### src/rtl/ser_par_align_if.sv
// Serial-in / aligned-word-out bundle between the line front end and the deserializer.
interface ser_par_align_if #(
    parameter int unsigned WIDTH = 10
);
    logic             enable;
    logic             in;
    logic [WIDTH-1:0] out;
    logic             valid;
    logic             is_comma;
    logic             locked;

    // Line side: presents serial bits, consumes aligned words.
    modport master (
        output enable,
        output in,
        input  out,
        input  valid,
        input  is_comma,
        input  locked
    );

    // Deserializer side.
    modport slave (
        input  enable,
        input  in,
        output out,
        output valid,
        output is_comma,
        output locked
    );
endinterface

### src/rtl/ser_par_align.sv
// Receive deserializer: hunts for K28.5, qualifies alignment over several commas,
// then emits aligned 10-bit words (bit 0 = first bit received) with a valid strobe.
module ser_par_align #(
    parameter int unsigned           WIDTH    = 10,
    parameter logic [WIDTH-1:0]      COMMA_N  = 10'h17C,
    parameter logic [WIDTH-1:0]      COMMA_P  = 10'h283,
    parameter int unsigned           LOCK_CNT = 3,
    parameter int unsigned           LOSS_CNT = 4
) (
    input  logic                reloj,
    input  logic                reset,
    ser_par_align_if.slave      bus
);

    localparam int unsigned POS_W  = $clog2(WIDTH);
    localparam int unsigned ACNT_W = $clog2(LOCK_CNT + 1);
    localparam int unsigned ECNT_W = $clog2(LOSS_CNT + 1);

    localparam logic [1:0] ST_HUNT   = 2'd0;
    localparam logic [1:0] ST_SYNC   = 2'd1;
    localparam logic [1:0] ST_LOCKED = 2'd2;

    logic [1:0]        r_state;
    logic [WIDTH-1:0]  r_sr;
    logic [POS_W-1:0]  r_pos;
    logic [ACNT_W-1:0] r_acnt;
    logic [ECNT_W-1:0] r_ecnt;
    logic [WIDTH-1:0]  r_out;
    logic              r_valid;
    logic              r_is_comma;
    logic              r_locked;

    logic [1:0]        w_nxt_state;
    logic [WIDTH-1:0]  w_nxt_sr;
    logic [POS_W-1:0]  w_nxt_pos;
    logic [ACNT_W-1:0] w_nxt_acnt;
    logic [ECNT_W-1:0] w_nxt_ecnt;
    logic [WIDTH-1:0]  w_nxt_out;
    logic              w_nxt_valid;
    logic              w_nxt_is_comma;

    logic [WIDTH-1:0]  w_window;
    logic              w_match;
    logic              w_boundary;

    // Window including the bit being sampled now; comma detect and word-boundary decode.
    always_comb begin
        w_window   = {bus.in, r_sr[WIDTH-1:1]};
        w_match    = (w_window == COMMA_N) || (w_window == COMMA_P);
        w_boundary = (r_pos == POS_W'(WIDTH - 1));
    end

    // Next-state and next-output logic; everything holds while enable is low.
    always_comb begin
        w_nxt_state    = r_state;
        w_nxt_sr       = r_sr;
        w_nxt_pos      = r_pos;
        w_nxt_acnt     = r_acnt;
        w_nxt_ecnt     = r_ecnt;
        w_nxt_out      = r_out;
        w_nxt_valid    = 1'b0;
        w_nxt_is_comma = r_is_comma;

        if (bus.enable) begin
            w_nxt_sr  = w_window;
            w_nxt_pos = w_boundary ? '0 : r_pos + POS_W'(1);

            case (r_state)
                ST_HUNT: begin
                    if (w_match) begin
                        w_nxt_pos   = '0;
                        w_nxt_acnt  = ACNT_W'(1);
                        w_nxt_state = ST_SYNC;
                    end
                end

                ST_SYNC: begin
                    // Boundary decision wins over realignment on the same bit.
                    if (w_boundary) begin
                        if (w_match) begin
                            w_nxt_acnt = r_acnt + ACNT_W'(1);
                            if (r_acnt >= ACNT_W'(LOCK_CNT - 1)) begin
                                w_nxt_acnt  = ACNT_W'(LOCK_CNT);
                                w_nxt_ecnt  = '0;
                                w_nxt_state = ST_LOCKED;
                            end
                        end else begin
                            w_nxt_acnt  = '0;
                            w_nxt_state = ST_HUNT;
                        end
                    end else if (w_match) begin
                        w_nxt_pos  = '0;
                        w_nxt_acnt = ACNT_W'(1);
                    end
                end

                ST_LOCKED: begin
                    if (w_boundary) begin
                        w_nxt_out      = w_window;
                        w_nxt_valid    = 1'b1;
                        w_nxt_is_comma = w_match;
                        if (w_match) begin
                            w_nxt_ecnt = '0;
                        end
                    end else if (w_match) begin
                        // Comma seen off the current boundary counts toward loss of lock.
                        if (r_ecnt >= ECNT_W'(LOSS_CNT - 1)) begin
                            w_nxt_pos   = '0;
                            w_nxt_acnt  = '0;
                            w_nxt_ecnt  = '0;
                            w_nxt_state = ST_HUNT;
                        end else begin
                            w_nxt_ecnt = r_ecnt + ECNT_W'(1);
                        end
                    end
                end

                default: begin
                    w_nxt_pos   = '0;
                    w_nxt_acnt  = '0;
                    w_nxt_ecnt  = '0;
                    w_nxt_state = ST_HUNT;
                end
            endcase
        end
    end

    // State and output registers with synchronous reset.
    always_ff @(posedge reloj) begin
        if (reset) begin
            r_state    <= ST_HUNT;
            r_sr       <= '0;
            r_pos      <= '0;
            r_acnt     <= '0;
            r_ecnt     <= '0;
            r_out      <= '0;
            r_valid    <= 1'b0;
            r_is_comma <= 1'b0;
            r_locked   <= 1'b0;
        end else begin
            r_state    <= w_nxt_state;
            r_sr       <= w_nxt_sr;
            r_pos      <= w_nxt_pos;
            r_acnt     <= w_nxt_acnt;
            r_ecnt     <= w_nxt_ecnt;
            r_out      <= w_nxt_out;
            r_valid    <= w_nxt_valid;
            r_is_comma <= w_nxt_is_comma;
            r_locked   <= (w_nxt_state == ST_LOCKED);
        end
    end

    assign bus.out      = r_out;
    assign bus.valid    = r_valid;
    assign bus.is_comma = r_is_comma;
    assign bus.locked   = r_locked;

endmodule

### src/flat_wrapper.sv
// flat-port wrapper written by rule: the top's interface ports become plain ports
module ser_par_align_flat 
#(
    parameter int unsigned           WIDTH    = 10,
    parameter logic [WIDTH-1:0]      COMMA_N  = 10'h17C,
    parameter logic [WIDTH-1:0]      COMMA_P  = 10'h283,
    parameter int unsigned           LOCK_CNT = 3,
    parameter int unsigned           LOSS_CNT = 4
)
  (reloj, reset, bus_enable, bus_in, bus_out, bus_valid, bus_is_comma, bus_locked);
  ser_par_align_if #(.WIDTH(WIDTH)) bus_i ();
  input  logic reloj;
  input  logic reset;
  input wire logic [$bits(bus_i.enable)-1:0] bus_enable;
  input wire logic [$bits(bus_i.in)-1:0] bus_in;
  output wire logic [$bits(bus_i.out)-1:0] bus_out;
  output wire logic [$bits(bus_i.valid)-1:0] bus_valid;
  output wire logic [$bits(bus_i.is_comma)-1:0] bus_is_comma;
  output wire logic [$bits(bus_i.locked)-1:0] bus_locked;
  assign bus_i.enable = bus_enable;
  assign bus_i.in = bus_in;
  assign bus_out = bus_i.out;
  assign bus_valid = bus_i.valid;
  assign bus_is_comma = bus_i.is_comma;
  assign bus_locked = bus_i.locked;
  ser_par_align #(.WIDTH(WIDTH), .COMMA_N(COMMA_N), .COMMA_P(COMMA_P), .LOCK_CNT(LOCK_CNT), .LOSS_CNT(LOSS_CNT)) u_core (.reloj(reloj), .reset(reset), .bus(bus_i));
endmodule
### config.mk
export PLATFORM = sky130hd
export DESIGN_NAME = ser_par_align_flat
export DESIGN_NICKNAME = d
export VERILOG_FILES = /design/src/rtl/ser_par_align_if.sv /design/src/rtl/ser_par_align.sv /design/src/flat_wrapper.sv
export SDC_FILE = /design/constraint.sdc
export NUM_CORES = 1
export LEC_CHECK = 0
export CAP_MARGIN = 20
export CORE_MARGIN = 3
export CORE_UTILIZATION = 55
export CTS_CLUSTER_SIZE = 40
export DETAILED_ROUTE_END_ITERATION = 8
export GPL_TIMING_DRIVEN = 0
export HOLD_SLACK_MARGIN = 0.15
export PLACE_DENSITY = 0.75
export SLEW_MARGIN = 10
export SYNTH_ARGS = -nofsm -noshare
export SYNTH_HDL_FRONTEND = slang
export SYNTH_SLANG_ARGS = --single-unit
### constraint.sdc
create_clock -name reloj -period 2.5 [get_ports reloj]
set_input_delay 0.25 -clock reloj [delete_from_list [all_inputs] [get_ports reloj]]
set_output_delay 0.25 -clock reloj [all_outputs]
set_load 0.05 [all_outputs]
==> results by group, run 1 <==
Synth
  • Mean area per synthesized cell: 9.33 um^2
  • Synthesized flop and latch total: 33
  • Post-Syn Nets: 175
  • Register area share after synthesis: 42.4%
  • Mapped Area: 1560 um^2
  • Synth unique cells: 36
  • Number of synthesis warnings: 0
  • Syn Inst Count: 167

Setup path
  • Critical path class: flip-flop to flip-flop
  • CP Capture Type: flip-flop
  • Max FO, Critical Path: 10
  • Worst Path Required: 2700 ps
  • Reg-to-Reg Start: u_core.r_pos[1]
  • Critical path data arrival time: 2330 ps
  • Worst Setup SP: u_core.r_pos[1]
  • CP Launch Type: flip-flop

Drt
  • Post-route ant nets: 0
  • Drt initial violations: 46
  • Routed vias: 1304
  • WL final: 3110 um
  • Vias per inst: 5.93
  • WL/cell: 14.1 um
  • TritonRoute pass-1 iters: 5
  • DRC viols: 0

GRT
  • Largest net degree at the start of global routing: 11
  • Grt ovf: 0
  • First-pass GRT wire length: 5610 um
  • Total GRT Usage: 21.0%
  • Vias in the first global route: 1314
  • Antenna violations before repair: 0

Power
  • Peak supply drop: 522 uV
  • Sequential share of power: 53.9%
  • Combinational power share: 4.3%
  • Pleak: 0.753 nW
  • Sw Pwr: 207 uW
  • Switching share of power: 20.9%
  • PD cells: 542 nW/um^2
  • Int Power: 785 uW
  • PnR Total Power: 992 uW
  • Clock power frac: 41.8%

Floorplan
  • Die ar.: 3510 um^2
  • Die width: 59.2 um
  • Die height: 59.2 um
  • # IOs: 17
  • # rows: 18
  • Core ar.: 2590 um^2
  • Initial Util: 60.1%

STA
  • Tcrit/Tclk final: 84.9%
  • Tmin final: 2120 ps
  • Actual slew at the worst max-slew pin: 676 ps
  • Worst setup margin: 377 ps
  • Clock skew: 14.4 ps
  • Max transition margin: 54.5%
  • Final setup fails: 0
  • Hold Vio Cnt, Final: 0
  • Final hold slack: 285 ps
  • Max Freq: 471 MHz
  • Slew Limit Fails: 0
  • Setup TNS: 0 ps
  • RSZ-0062 raised after global routing: false

Place
  • Placed Instances: 212
  • Detail Placement HPWL: 2270 um
  • Dpl ws: 317 ps
  • PortBufs: 15
  • Area after DPL: 1750 um^2
  • Final Wtd Congestion: 0.823

Final layout
  • Fin cells: 220
  • Area of the multi-input gates: 831 um^2
  • Fillers: 200
  • Layout Nets: 197
  • Final Cell Area: 1830 um^2
  • Final Util: 70.7%
  • Proportion of layout cells with a drive suffix above 1: 8.95%
  • Diode count: 0
  • Area delta synth->final: 17.5%
  • Register area: 661 um^2

Clock tree
  • CTS root buffer: clkbuf_4
  • Clock Sinks: 33
  • Post-CTS setup buffer count: 0
  • Cts repair resizes: 0
  • Clock edge transition at the registers on the reported setup and hold paths: 110 ps
  • Clk Latency, worst-skew pair: 340 ps
  • H-tree depth: 2
  • CTS Hold Bufs: 0
  • CTS buffer count: 5
  • Clock buffer depth: 2
  • TritonCTS clock tree: built

Status
  • Status: complete, no violations

Worst hold path
  • Hold path startpoint: reset
  • Hold Crit Class: input pin to flip-flop

Flow run
  • Max-cap violations: 0
## critical path, cell delays in order (launching register included)
cell and delay [ps]:
dfxtp_1 360, inv_1 70, ha_1 180, nand3b_1 120, clkbuf_1 360, nor3_1 120, nand2_1 180, buf_2 320
mux2i_1 220, nor2_1 50
## power groups by stage
stage               Combinational [mW]  Sequential (mW)  Clock [mW]
global placement                0.0409            0.547           0
floorplan                       0.0296            0.546           0
detailed placement              0.0423            0.547           0
global route                    0.0472            0.536       0.447
CTS                             0.0426            0.535       0.424
finish                          0.0422            0.535       0.415
## path summary, 6_finish.rpt
path | end | slack (ps) | cells after the start
worst max-delay path | u_core.bus.out[7] | 380 | 9
worst min register to register | u_core.r_ecnt[1] | 500 | 2
worst min-delay path | u_core.bus.locked | 290 | 2
worst max register to register | u_core.bus.out[7] | 380 | 9
## state kept, by name, indices dropped and copies added, names as in the netlist
signal	flops
u_core.bus.locked	1
u_core.r_pos	4
u_core.r_ecnt	3
u_core.r_state	2
u_core.bus.valid	1
u_core.r_acnt	2
u_core.r_sr	9
u_core.bus.out	10
u_core.bus.is_comma	1
## per-layer routing
metal	wire (um)	up-vias	global-route usage [%]
met5	0	-	0
met4	44	0	10.0
met3	133	4	5.88
met2	1570	26	34.0
met1	1360	635	25.5
li1	-	639	-
## area by class of cell
cell class | count | area share [%]
flip-flops and latches | 33 | 36.1
multi-input cells | 119 | 45.4
plain buffers | 10 | 2.60
well taps | 30 | 2.05
repair buffers | 15 | 8.20
inverters | 5 | 1.03
clock inverters | 1 | 1.64
clock buffers | 7 | 3.01
## cells in the mapped netlist
master     instances  area share, %
dfxtp_1           33             42
nor2_1            29            7.0
mux2i_1           20             13
nand2_1            8            1.9
nand3_1            8            2.6
a21oi_1            7            2.2
clkbuf_1           6            1.4
inv_1              5            1.2
nand4b_1           5            2.8
ha_1               4            3.2
a211o_1            3            1.7
a31oi_1            3            1.2
nand3b_1           3            1.4
nor3_1             3           0.96
a2bb2oi_1          2            1.1
a31o_2             2            1.1
and3_1             2           0.80
buf_2              2           0.64
nand2b_1           2           0.80
nand4_1            2           0.80
nor2b_1            2           0.80
o21ai_0            2           0.64
a211oi_1           1           0.48
a31oi_4            1            1.4
a41oi_1            1           0.56
and2_1             1           0.40
buf_1              1           0.24
buf_6              1           0.72
nor3b_1            1           0.48
nor4_1             1           0.40
nor4_4             1            1.4
nor4b_4            1            1.5
o211ai_2           1           0.80
o311a_1            1           0.64
or2_1              1           0.40
or4b_4             1           0.88
## cell usage in the layout, fill, tap and decap left out, types with 5 or more instances in the layout
cell type and count:
nand2_1 8, clkbuf_4 5, inv_1 5, dfxtp_1 33
a21oi_1 7, clkbuf_1 7, nor2_1 29, nand4b_1 5
nand3_1 8, clkdlybuf4s50_1 15, mux2i_1 20
## cell families after synthesis
kind of cell | count (synthesis) | share of synthesized area, %
AND/OR/NAND/NOR | 71 | 25.4
buffers and inverters | 15 | 4.26
AO/OA/AOI/OAI | 24 | 11.9
multiplexers | 20 | 12.9
adder cells (fa/ha/maj) | 4 | 3.21
flip-flops | 33 | 42.4
Note: power is estimated with default switching activity, not from simulation.
==> run 2: changes to the inputs <==
CORE_UTILIZATION = 49   (was 55)
PLACE_DENSITY = 0.71   (was 0.75)
clock period = 1.82 ns   (was 2.5 ns; I/O delays follow)
==> results by group, run 2 (same netlist as run 1, synthesis figures left out) <==
Drt
  • TritonRoute pass-1 iters: 4
  • Vias per inst: 5.50
  • Post-route ant nets: 0
  • WL final: 3270 um
  • Routed vias: 1293
  • Drt initial violations: 79
  • DRC viols: 0
  • WL/cell: 13.9 um

Status
  • Violated checks: negative setup slack
  • Status: finished with violations

Floorplan
  • Die width: 62.4 um
  • Die height: 62.4 um
  • # IOs: 17
  • # rows: 19
  • Initial Util: 53.7%
  • Core ar.: 2900 um^2
  • Die ar.: 3890 um^2

Setup path
  • Crit path cell chain: or4b_4 -> nor4_4 -> a211oi_1 -> o311a_1 -> a31o_2
  • Slowest cell on crit path: or4b_4
  • Critical path class: flip-flop to flip-flop
  • CP Capture Type: flip-flop
  • Critical path data arrival time: 2130 ps
  • Worst Path Required: 2060 ps
  • Max FO, Critical Path: 5
  • Critical path's largest stage delay: 530 ps
  • CP Launch Type: flip-flop

STA
  • Tcrit/Tclk final: 104%
  • Actual slew at the worst max-slew pin: 509 ps
  • Max Freq: 528 MHz
  • Worst setup margin: -73.3 ps
  • Final setup fails: 3
  • Max transition margin: 66.0%
  • Slew Limit Fails: 0
  • Clock skew: 7.78 ps
  • Tmin final: 1890 ps
  • Hold Vio Cnt, Final: 0
  • RSZ-0062 raised after global routing: true

Final layout
  • Most frequent cells in the layout: 29 x nor2_1, 29 x dfxtp_1, 20 x mux2i_1, 15 x clkdlybuf4s50_1, 8 x nand3_1
  • Area of the multi-input gates: 862 um^2
  • Diode count: 0
  • Fillers: 248
  • Register area: 666 um^2
  • Area delta synth->final: 22.6%
  • Proportion of layout cells with a drive suffix above 1: 16.6%
  • Final Util: 65.8%
  • Layout Nets: 201
  • Max FFs per register: 10

GRT
  • First-pass GRT wire length: 5710 um
  • Met2 usage: 32.5%
  • Antenna violations before repair: 0
  • Total GRT Usage: 18.2%
  • Grt ovf: 0
  • Vias in the first global route: 1284
  • Largest net degree at the start of global routing: 11
  • GR met1 Demand/Resource: 19.5%
  • GRT busiest layer: met2
  • Grt met3 use: 7.19%

Clock tree
  • Clk Latency, worst-skew pair: 330 ps
  • Clock Sinks: 33
  • CTS root buffer: clkbuf_4
  • Clock buffer depth: 2
  • H-tree depth: 2
  • Clock edge transition at the registers on the reported setup and hold paths: 100 ps
  • CTS buffer count: 5
  • TritonCTS clock tree: built

Place
  • Final Wtd Congestion: 0.865
  • Detail Placement HPWL: 2220 um
  • Dpl ws: -404 ps
  • PortBufs: 15

Flow run
  • Max-cap violations: 0

Power
  • PD cells: 689 nW/um^2
  • Peak supply drop: 632 uV
  • PnR Total Power: 1.32 mW
  • Pleak: 0.777 nW

Worst hold path
  • Hold Crit Class: input pin to flip-flop
## run 2: cell types whose count changed in the layout (fill, tap and decap cells not counted), moves of 2 or more
cell	delta
clkbuf_1	-2
dfxtp_1	-4
dfxtp_2	+4
nor3_1	-2
nor3_2	+2
buf_4	+4
## run 2: area by class of cell
cell class | count | share of cell area, %
clock inverters | 2 | 1.83
multi-input cells | 119 | 45.2
inverters | 5 | 0.983
well taps | 42 | 2.75
flip-flops and latches | 33 | 34.9
clock buffers | 5 | 1.97
repair buffers | 19 | 9.44
plain buffers | 10 | 3.01
## run 2: stage by stage
stage | cells | instance area (um^2) | TNS [ps] | hold slack, ps
after detailed placement | 224 | 1760 | -6440 | 482
after global routing | 235 | 1910 | -1060 | 244
after floorplan | 167 | 1560 | 0 | 326
after CTS | 235 | 1900 | -177 | 250
after global placement | 224 | 1760 | -4970 | 473
final | 235 | 1910 | -139 | 252
## run 2: final timing paths
kind / slack [ps] / startpoint / cells past startpoint / to
max: -70 / u_core.r_sr[4] / 5 / u_core.r_acnt[1]
min reg2reg: 500 / u_core.bus.out[2] / 2 / u_core.bus.out[2]
max reg2reg: -70 / u_core.r_sr[4] / 5 / u_core.r_acnt[1]
min: 250 / reset / 2 / u_core.bus.locked
## run 2: layer usage
metal  vias to the layer above  wire [um]
li1                        645          -
met1                       604       1460
met2                        40       1600
met3                         4        179
met4                         0         36
met5                         -          0
## run 2: power by group
group | internal (mW) | switching (mW) | total (mW)
clock network | 0.279 | 0.242 | 0.521
logic | 0.0225 | 0.0366 | 0.0591
registers | 0.728 | 0.00724 | 0.735
## run 2: worst max-delay path: cells and delay by family (launching register included)
| kind | cells | cell delay [ps] |
|---|---|---|
| compound gates | 3 | 650 |
| flops | 1 | 350 |
| simple gates | 2 | 800 |
## run 2: timing repair
action / CTS / global route
pin swaps: 4 / 2
resized for setup: 10 / 6
buffers inserted: 4 / 0
endpoints found under the setup margin: 22 / 20
hold buffers: 0 / 0
